**config.mk**
```make
export PLATFORM = sky130hd
export DESIGN_NAME = alu_req_arbiter
export DESIGN_NICKNAME = d
export VERILOG_FILES = /design/src/rtl/alu_req_arbiter.sv
export SDC_FILE = /design/constraint.sdc
export NUM_CORES = 1
export LEC_CHECK = 0
export ABC_AREA = 1
export ABC_CLOCK_PERIOD_IN_PS = 1790
export BUFFER_PORTS_ARGS = -buffer_cell sky130_fd_sc_hd__buf_4
export CORE_MARGIN = 4
export CORE_UTILIZATION = 40
export CTS_CLUSTER_SIZE = 8
export DETAILED_ROUTE_END_ITERATION = 8
export HOLD_SLACK_MARGIN = 0.02
export PLACE_DENSITY = 0.7
export SYNTH_ARGS = -nofsm -noshare
export SYNTH_HDL_FRONTEND = slang
export SYNTH_SLANG_ARGS = --single-unit
```
**constraint.sdc**
```tcl
create_clock -name CLK -period 1.79 [get_ports CLK]
set_clock_uncertainty 0.1 [all_clocks]
set_input_delay 0.358 -clock CLK [delete_from_list [all_inputs] [get_ports CLK]]
set_output_delay 0.358 -clock CLK [all_outputs]
set_load 0.05 [all_outputs]
```
**src/rtl/alu_req_arbiter.sv**
```systemverilog
// alu_req_arbiter: round-robin sequencer sharing one registered arithmetic unit between two requesters
module alu_req_arbiter #(
  parameter int IN_DATA_WIDTH  = 16,
  parameter int OUT_DATA_WIDTH = 32
) (
  input  logic                      CLK,
  input  logic                      RST,
  input  logic                      req0,
  input  logic [IN_DATA_WIDTH-1:0]  A0,
  input  logic [IN_DATA_WIDTH-1:0]  B0,
  input  logic [1:0]                FUNC0,
  output logic                      gnt0,
  input  logic                      req1,
  input  logic [IN_DATA_WIDTH-1:0]  A1,
  input  logic [IN_DATA_WIDTH-1:0]  B1,
  input  logic [1:0]                FUNC1,
  output logic                      gnt1,
  output logic [IN_DATA_WIDTH-1:0]  alu_A,
  output logic [IN_DATA_WIDTH-1:0]  alu_B,
  output logic [1:0]                alu_FUNC,
  output logic                      alu_enable,
  input  logic [OUT_DATA_WIDTH-1:0] alu_out,
  input  logic                      alu_flag,
  output logic                      rsp_valid0,
  output logic                      rsp_valid1,
  output logic [OUT_DATA_WIDTH-1:0] rsp_data,
  output logic                      rsp_err,
  output logic                      busy
);
  typedef enum logic [1:0] {IDLE, ISSUE, WAIT} state_t;
  state_t state_q, state_d;
  logic ptr_q, ptr_d, win_q, win_d, div0_q, div0_d;
  logic gnt0_q, gnt0_d, gnt1_q, gnt1_d, alu_en_q, alu_en_d;
  logic rsp_v0_q, rsp_v0_d, rsp_v1_q, rsp_v1_d, rsp_err_q, rsp_err_d, busy_q, busy_d;
  logic [IN_DATA_WIDTH-1:0] alu_a_q, alu_a_d, alu_b_q, alu_b_d;
  logic [1:0] alu_func_q, alu_func_d;
  logic [OUT_DATA_WIDTH-1:0] rsp_data_q, rsp_data_d;
  logic sel;
  // a lone requester wins outright; the pointer only breaks ties
  assign sel = req1 & (~req0 | ptr_q);
  always_comb begin
    state_d = state_q;
    ptr_d = ptr_q;
    win_d = win_q;
    div0_d = div0_q;
    alu_a_d = alu_a_q;
    alu_b_d = alu_b_q;
    alu_func_d = alu_func_q;
    alu_en_d = 1'b0;
    gnt0_d = 1'b0;
    gnt1_d = 1'b0;
    rsp_v0_d = 1'b0;
    rsp_v1_d = 1'b0;
    rsp_data_d = rsp_data_q;
    rsp_err_d = rsp_err_q;
    case (state_q)
      IDLE: if (req0 | req1) begin
        alu_a_d = sel ? A1 : A0;
        alu_b_d = sel ? B1 : B0;
        alu_func_d = sel ? FUNC1 : FUNC0;
        alu_en_d = 1'b1;
        gnt0_d = ~sel;
        gnt1_d = sel;
        win_d = sel;
        ptr_d = ~sel;
        div0_d = (alu_func_d == 2'b11) && (alu_b_d == '0);
        state_d = ISSUE;
      end
      ISSUE: state_d = WAIT;
      WAIT: begin
        rsp_data_d = alu_out;
        rsp_err_d = div0_q | ~alu_flag;
        rsp_v0_d = ~win_q;
        rsp_v1_d = win_q;
        state_d = IDLE;
      end
      default: state_d = IDLE;
    endcase
    busy_d = state_d != IDLE;
  end
  always_ff @(posedge CLK) begin
    if (!RST) begin
      state_q <= IDLE;
      ptr_q <= 1'b0;
      win_q <= 1'b0;
      div0_q <= 1'b0;
      alu_a_q <= '0;
      alu_b_q <= '0;
      alu_func_q <= '0;
      alu_en_q <= 1'b0;
      gnt0_q <= 1'b0;
      gnt1_q <= 1'b0;
      rsp_v0_q <= 1'b0;
      rsp_v1_q <= 1'b0;
      rsp_data_q <= '0;
      rsp_err_q <= 1'b0;
      busy_q <= 1'b0;
    end else begin
      state_q <= state_d;
      ptr_q <= ptr_d;
      win_q <= win_d;
      div0_q <= div0_d;
      alu_a_q <= alu_a_d;
      alu_b_q <= alu_b_d;
      alu_func_q <= alu_func_d;
      alu_en_q <= alu_en_d;
      gnt0_q <= gnt0_d;
      gnt1_q <= gnt1_d;
      rsp_v0_q <= rsp_v0_d;
      rsp_v1_q <= rsp_v1_d;
      rsp_data_q <= rsp_data_d;
      rsp_err_q <= rsp_err_d;
      busy_q <= busy_d;
    end
  end
  assign gnt0 = gnt0_q;
  assign gnt1 = gnt1_q;
  assign alu_A = alu_a_q;
  assign alu_B = alu_b_q;
  assign alu_FUNC = alu_func_q;
  assign alu_enable = alu_en_q;
  assign rsp_valid0 = rsp_v0_q;
  assign rsp_valid1 = rsp_v1_q;
  assign rsp_data = rsp_data_q;
  assign rsp_err = rsp_err_q;
  assign busy = busy_q;
endmodule

```
==> results.json <==
{
  "synth-seq-area-share_pct": 49.1,
  "root_buffer": "clkbuf_8",
  "cp_cell_sequence": "or2_4 > nor2_4 > buf_4 > nand2_1 > nor2_1 > nand3_1 > a21oi_1",
  "drv_slew": 0,
  "p_total_uw": 4640,
  "peakVddDrop_uv": 459,
  "clock-sinks": 78,
  "synth.area.top_cells": "dfxtp_1, nand2_1, nor2_1",
  "ios": 178,
  "p_leak_uw": 0.00262,
  "yosys.area_share.simple_pct": 30.7,
  "antenna_found_initial": 0,
  "syn_nets": 559,
  "worstReg2RegEnd": "div0_q",
  "grt_pass1_vias": 3321,
  "port_buffers": 177,
  "synth_compound_area_share_pct": 11.2,
  "reg2reg_from": "state_q[0]",
  "dp_worst_setup_slack_ns": 0.145,
  "synth_top_family_by_area": "simple AND/OR/NAND/NOR gates",
  "hold_path.class": "primary input to flop",
  "die_w_um": 97.1,
  "initial_utilization_pct": 41.1,
  "grt_pass1_wl_um": 15400,
  "cts_buffer_depth": 2,
  "crit_path_end_kind": "flop",
  "worstSetupPathType": "flop to flop",
  "grt_max_degree": 35,
  "drt_wl_total_um": 9340,
  "cts_tree": "done",
  "first_pass_iters": 4,
  "path_clk_slew_ns": 0.08,
  "syn_area_sq_um": 3180,
  "synth_xor_area_share_pct": 0,
  "worst_ep_arrival_time_ns": 1.68,
  "post-route-worst-setup-slack_ns": 0.285,
  "ctsResizeCount": 0,
  "grt.total_usage_pct": 19.5,
  "synthMuxAreaShare_pct": 0,
  "wl_per_cell_um": 12.7,
  "ys_ff_latch": 78,
  "routabilityCongestion": 0.806,
  "setup_viol": 0,
  "htreeDepth": 3,
  "post_cts_buffers": 0,
  "row_count": 32,
  "hold_buffers": 0,
  "drtIter0Drc": 87,
  "yosysTopAreaCellShare_pct": 49.1,
  "syn_avg_cell_area_sq_um": 7.00,
  "min_path_cells": 2,
  "worstSetupStartpointType": "flop",
  "synth.most_common_cell": "nand2_1",
  "fmax_mhz": 665,
  "synthCells": 454,
  "cts_buffers": 9,
  "dp_hpwl_um": 6910,
  "reg2reg_slack_ns": 0.29,
  "synth-adder-area-share_pct": 0,
  "yosys.area.top_type": "dfxtp_1",
  "nets": 733,
  "synthDistinctLibCells": 25,
  "cp_num_buf_inv": 1,
  "relSlewSlack_pct": 73.0,
  "rsz0062_at_grt": "false",
  "hold_start": "alu_flag",
  "timing.max_cap.violations": 0,
  "synthArstFlopShare_pct": 0,
  "die_h_um": 97.1,
  "critPathMaxStageDelay_ns": 0.34,
  "yosys_warnings": 0,
  "core_area_sq_um": 7730,
  "crit_family": "simple AND/OR/NAND/NOR gates",
  "grt-ovfl-total": 0,
  "synth-edff-count": 0,
  "die_area_sq_um": 9440,
  "worst-r2r-cell-count": 7,
  "slowest_stage": "dfxtp_1",
  "remaining_drc_errors": 0,
  "fillCellCount": 717,
  "area_delta_synth_final_pct": 50.8,
  "post-route-period-util_pct": 84.1,
  "status": "complete, no violations",
  "drive_above_1_share_pct": 33.3,
  "final_area_sq_um": 4790,
  "min_period_ns": 1.50,
  "setup_tns_ns": 0,
  "finalHoldViolCount": 0,
  "dpl-instance-area_sq_um": 4600,
  "synthTopCellsByCount": "nand2_1, nor2_1, dfxtp_1, o21ai_0, inv_1",
  "tightest_slew_ns": 0.405,
  "n_antenna_cell": 0,
  "whs_endpoint": "rsp_err",
  "ys.flop_type": "dfxtp_1",
  "critPathRequiredTime_ns": 1.97,
  "vias": 3385,
  "drtAntennaViolNets": 0,
  "p_per_area_nw_per_um2": 968,
  "vias_per_cell": 4.62,
  "clock_latency_ns": 0.34,
  "crit_fanout": 15
}
[worst register-to-register path, delay by kind of cell (launching register included)]
family | cells | cell delay, ns
flip-flops | 1 | 0.34
AND/OR/NAND/NOR | 5 | 0.69
buffers and inverters | 1 | 0.21
AO/OA/AOI/OAI | 1 | 0.11
[cells in the final DEF, fill, tap and decap left out, types with 2 or more instances in the layout]
master and n:
nand2_1 104, clkbuf_8 11, nor2_1 103, dfxtp_1 78, inv_2 2, nor2_4 2, inv_1 40, o21ai_0 52
a211oi_1 2, a22oi_1 3, a31oi_1 3, nand3_1 25, o211ai_1 4, buf_4 188, nor3_1 2, clkinv_1 2
[flip-flops by register name, indices dropped and copies added (netlist names)]
name / cells
busy: 1
alu_enable: 1
alu_B: 16
ptr_q: 1
div0_q: 1
alu_FUNC: 2
rsp_valid0: 1
gnt1: 1
state_q: 2
rsp_data: 32
rsp_err: 1
rsp_valid1: 1
alu_A: 16
win_q: 1
gnt0: 1
[stage by stage]
step / hold WS (ns) / util, % / instances
2_1_floorplan: 0.301 / - / 454
3_3_place_gp: 0.321 / 59.5 / 719
3_5_place_dp: 0.320 / 59.5 / 719
4_1_cts: 0.0887 / 62.0 / 733
5_1_grt: 0.0961 / 62.0 / 733
6_report: 0.104 / 62.0 / 733
[routing by layer]
metal / track usage [%] / wire (um)
met4: 6.91 / 131
met3: 7.47 / 911
met2: 32.7 / 4550
met1: 22.7 / 3750
met5: 0 / 0
[worst max-delay path by stage]
stage / slack (ns) / depth (start not counted) / end / from
after floorplan: 0.38 / 10 / div0_q / req1
final: 0.29 / 7 / div0_q / state_q[0]
after global routing: 0.11 / 8 / div0_q / ptr_q
after CTS: 0.27 / 7 / div0_q / state_q[0]
after global placement: 0.22 / 8 / div0_q / req0
after detailed placement: 0.14 / 5 / alu_A[1] / req1
[cells by family (layout without fill, tap and decap cells)]
kind of cell,count (synthesis),count (layout)
buffers and inverters,69,246
and+or+nand+nor,241,241
DFF,78,78
AOI/OAI and AO/OA,66,66
[power breakdown]
group          internal, uW  total (uW)  switching, uW
logic                   472        1350            879
clock network           709        1330            624
registers              1880        1950           73.4
total                  3060        4640           1580
[final cells by class]
cell class	instances	area, sq um	share of cell area, %
sequential	78	1560	32.6
timing repair buffer	188	1410	29.5
multi-input combinational	307	1330	27.8
inverter	44	165	3.45
clock buffer	11	151	3.16
tap	102	128	2.66
clock inverter	3	43.8	0.914
Note: power is estimated with default switching activity, not from simulation.
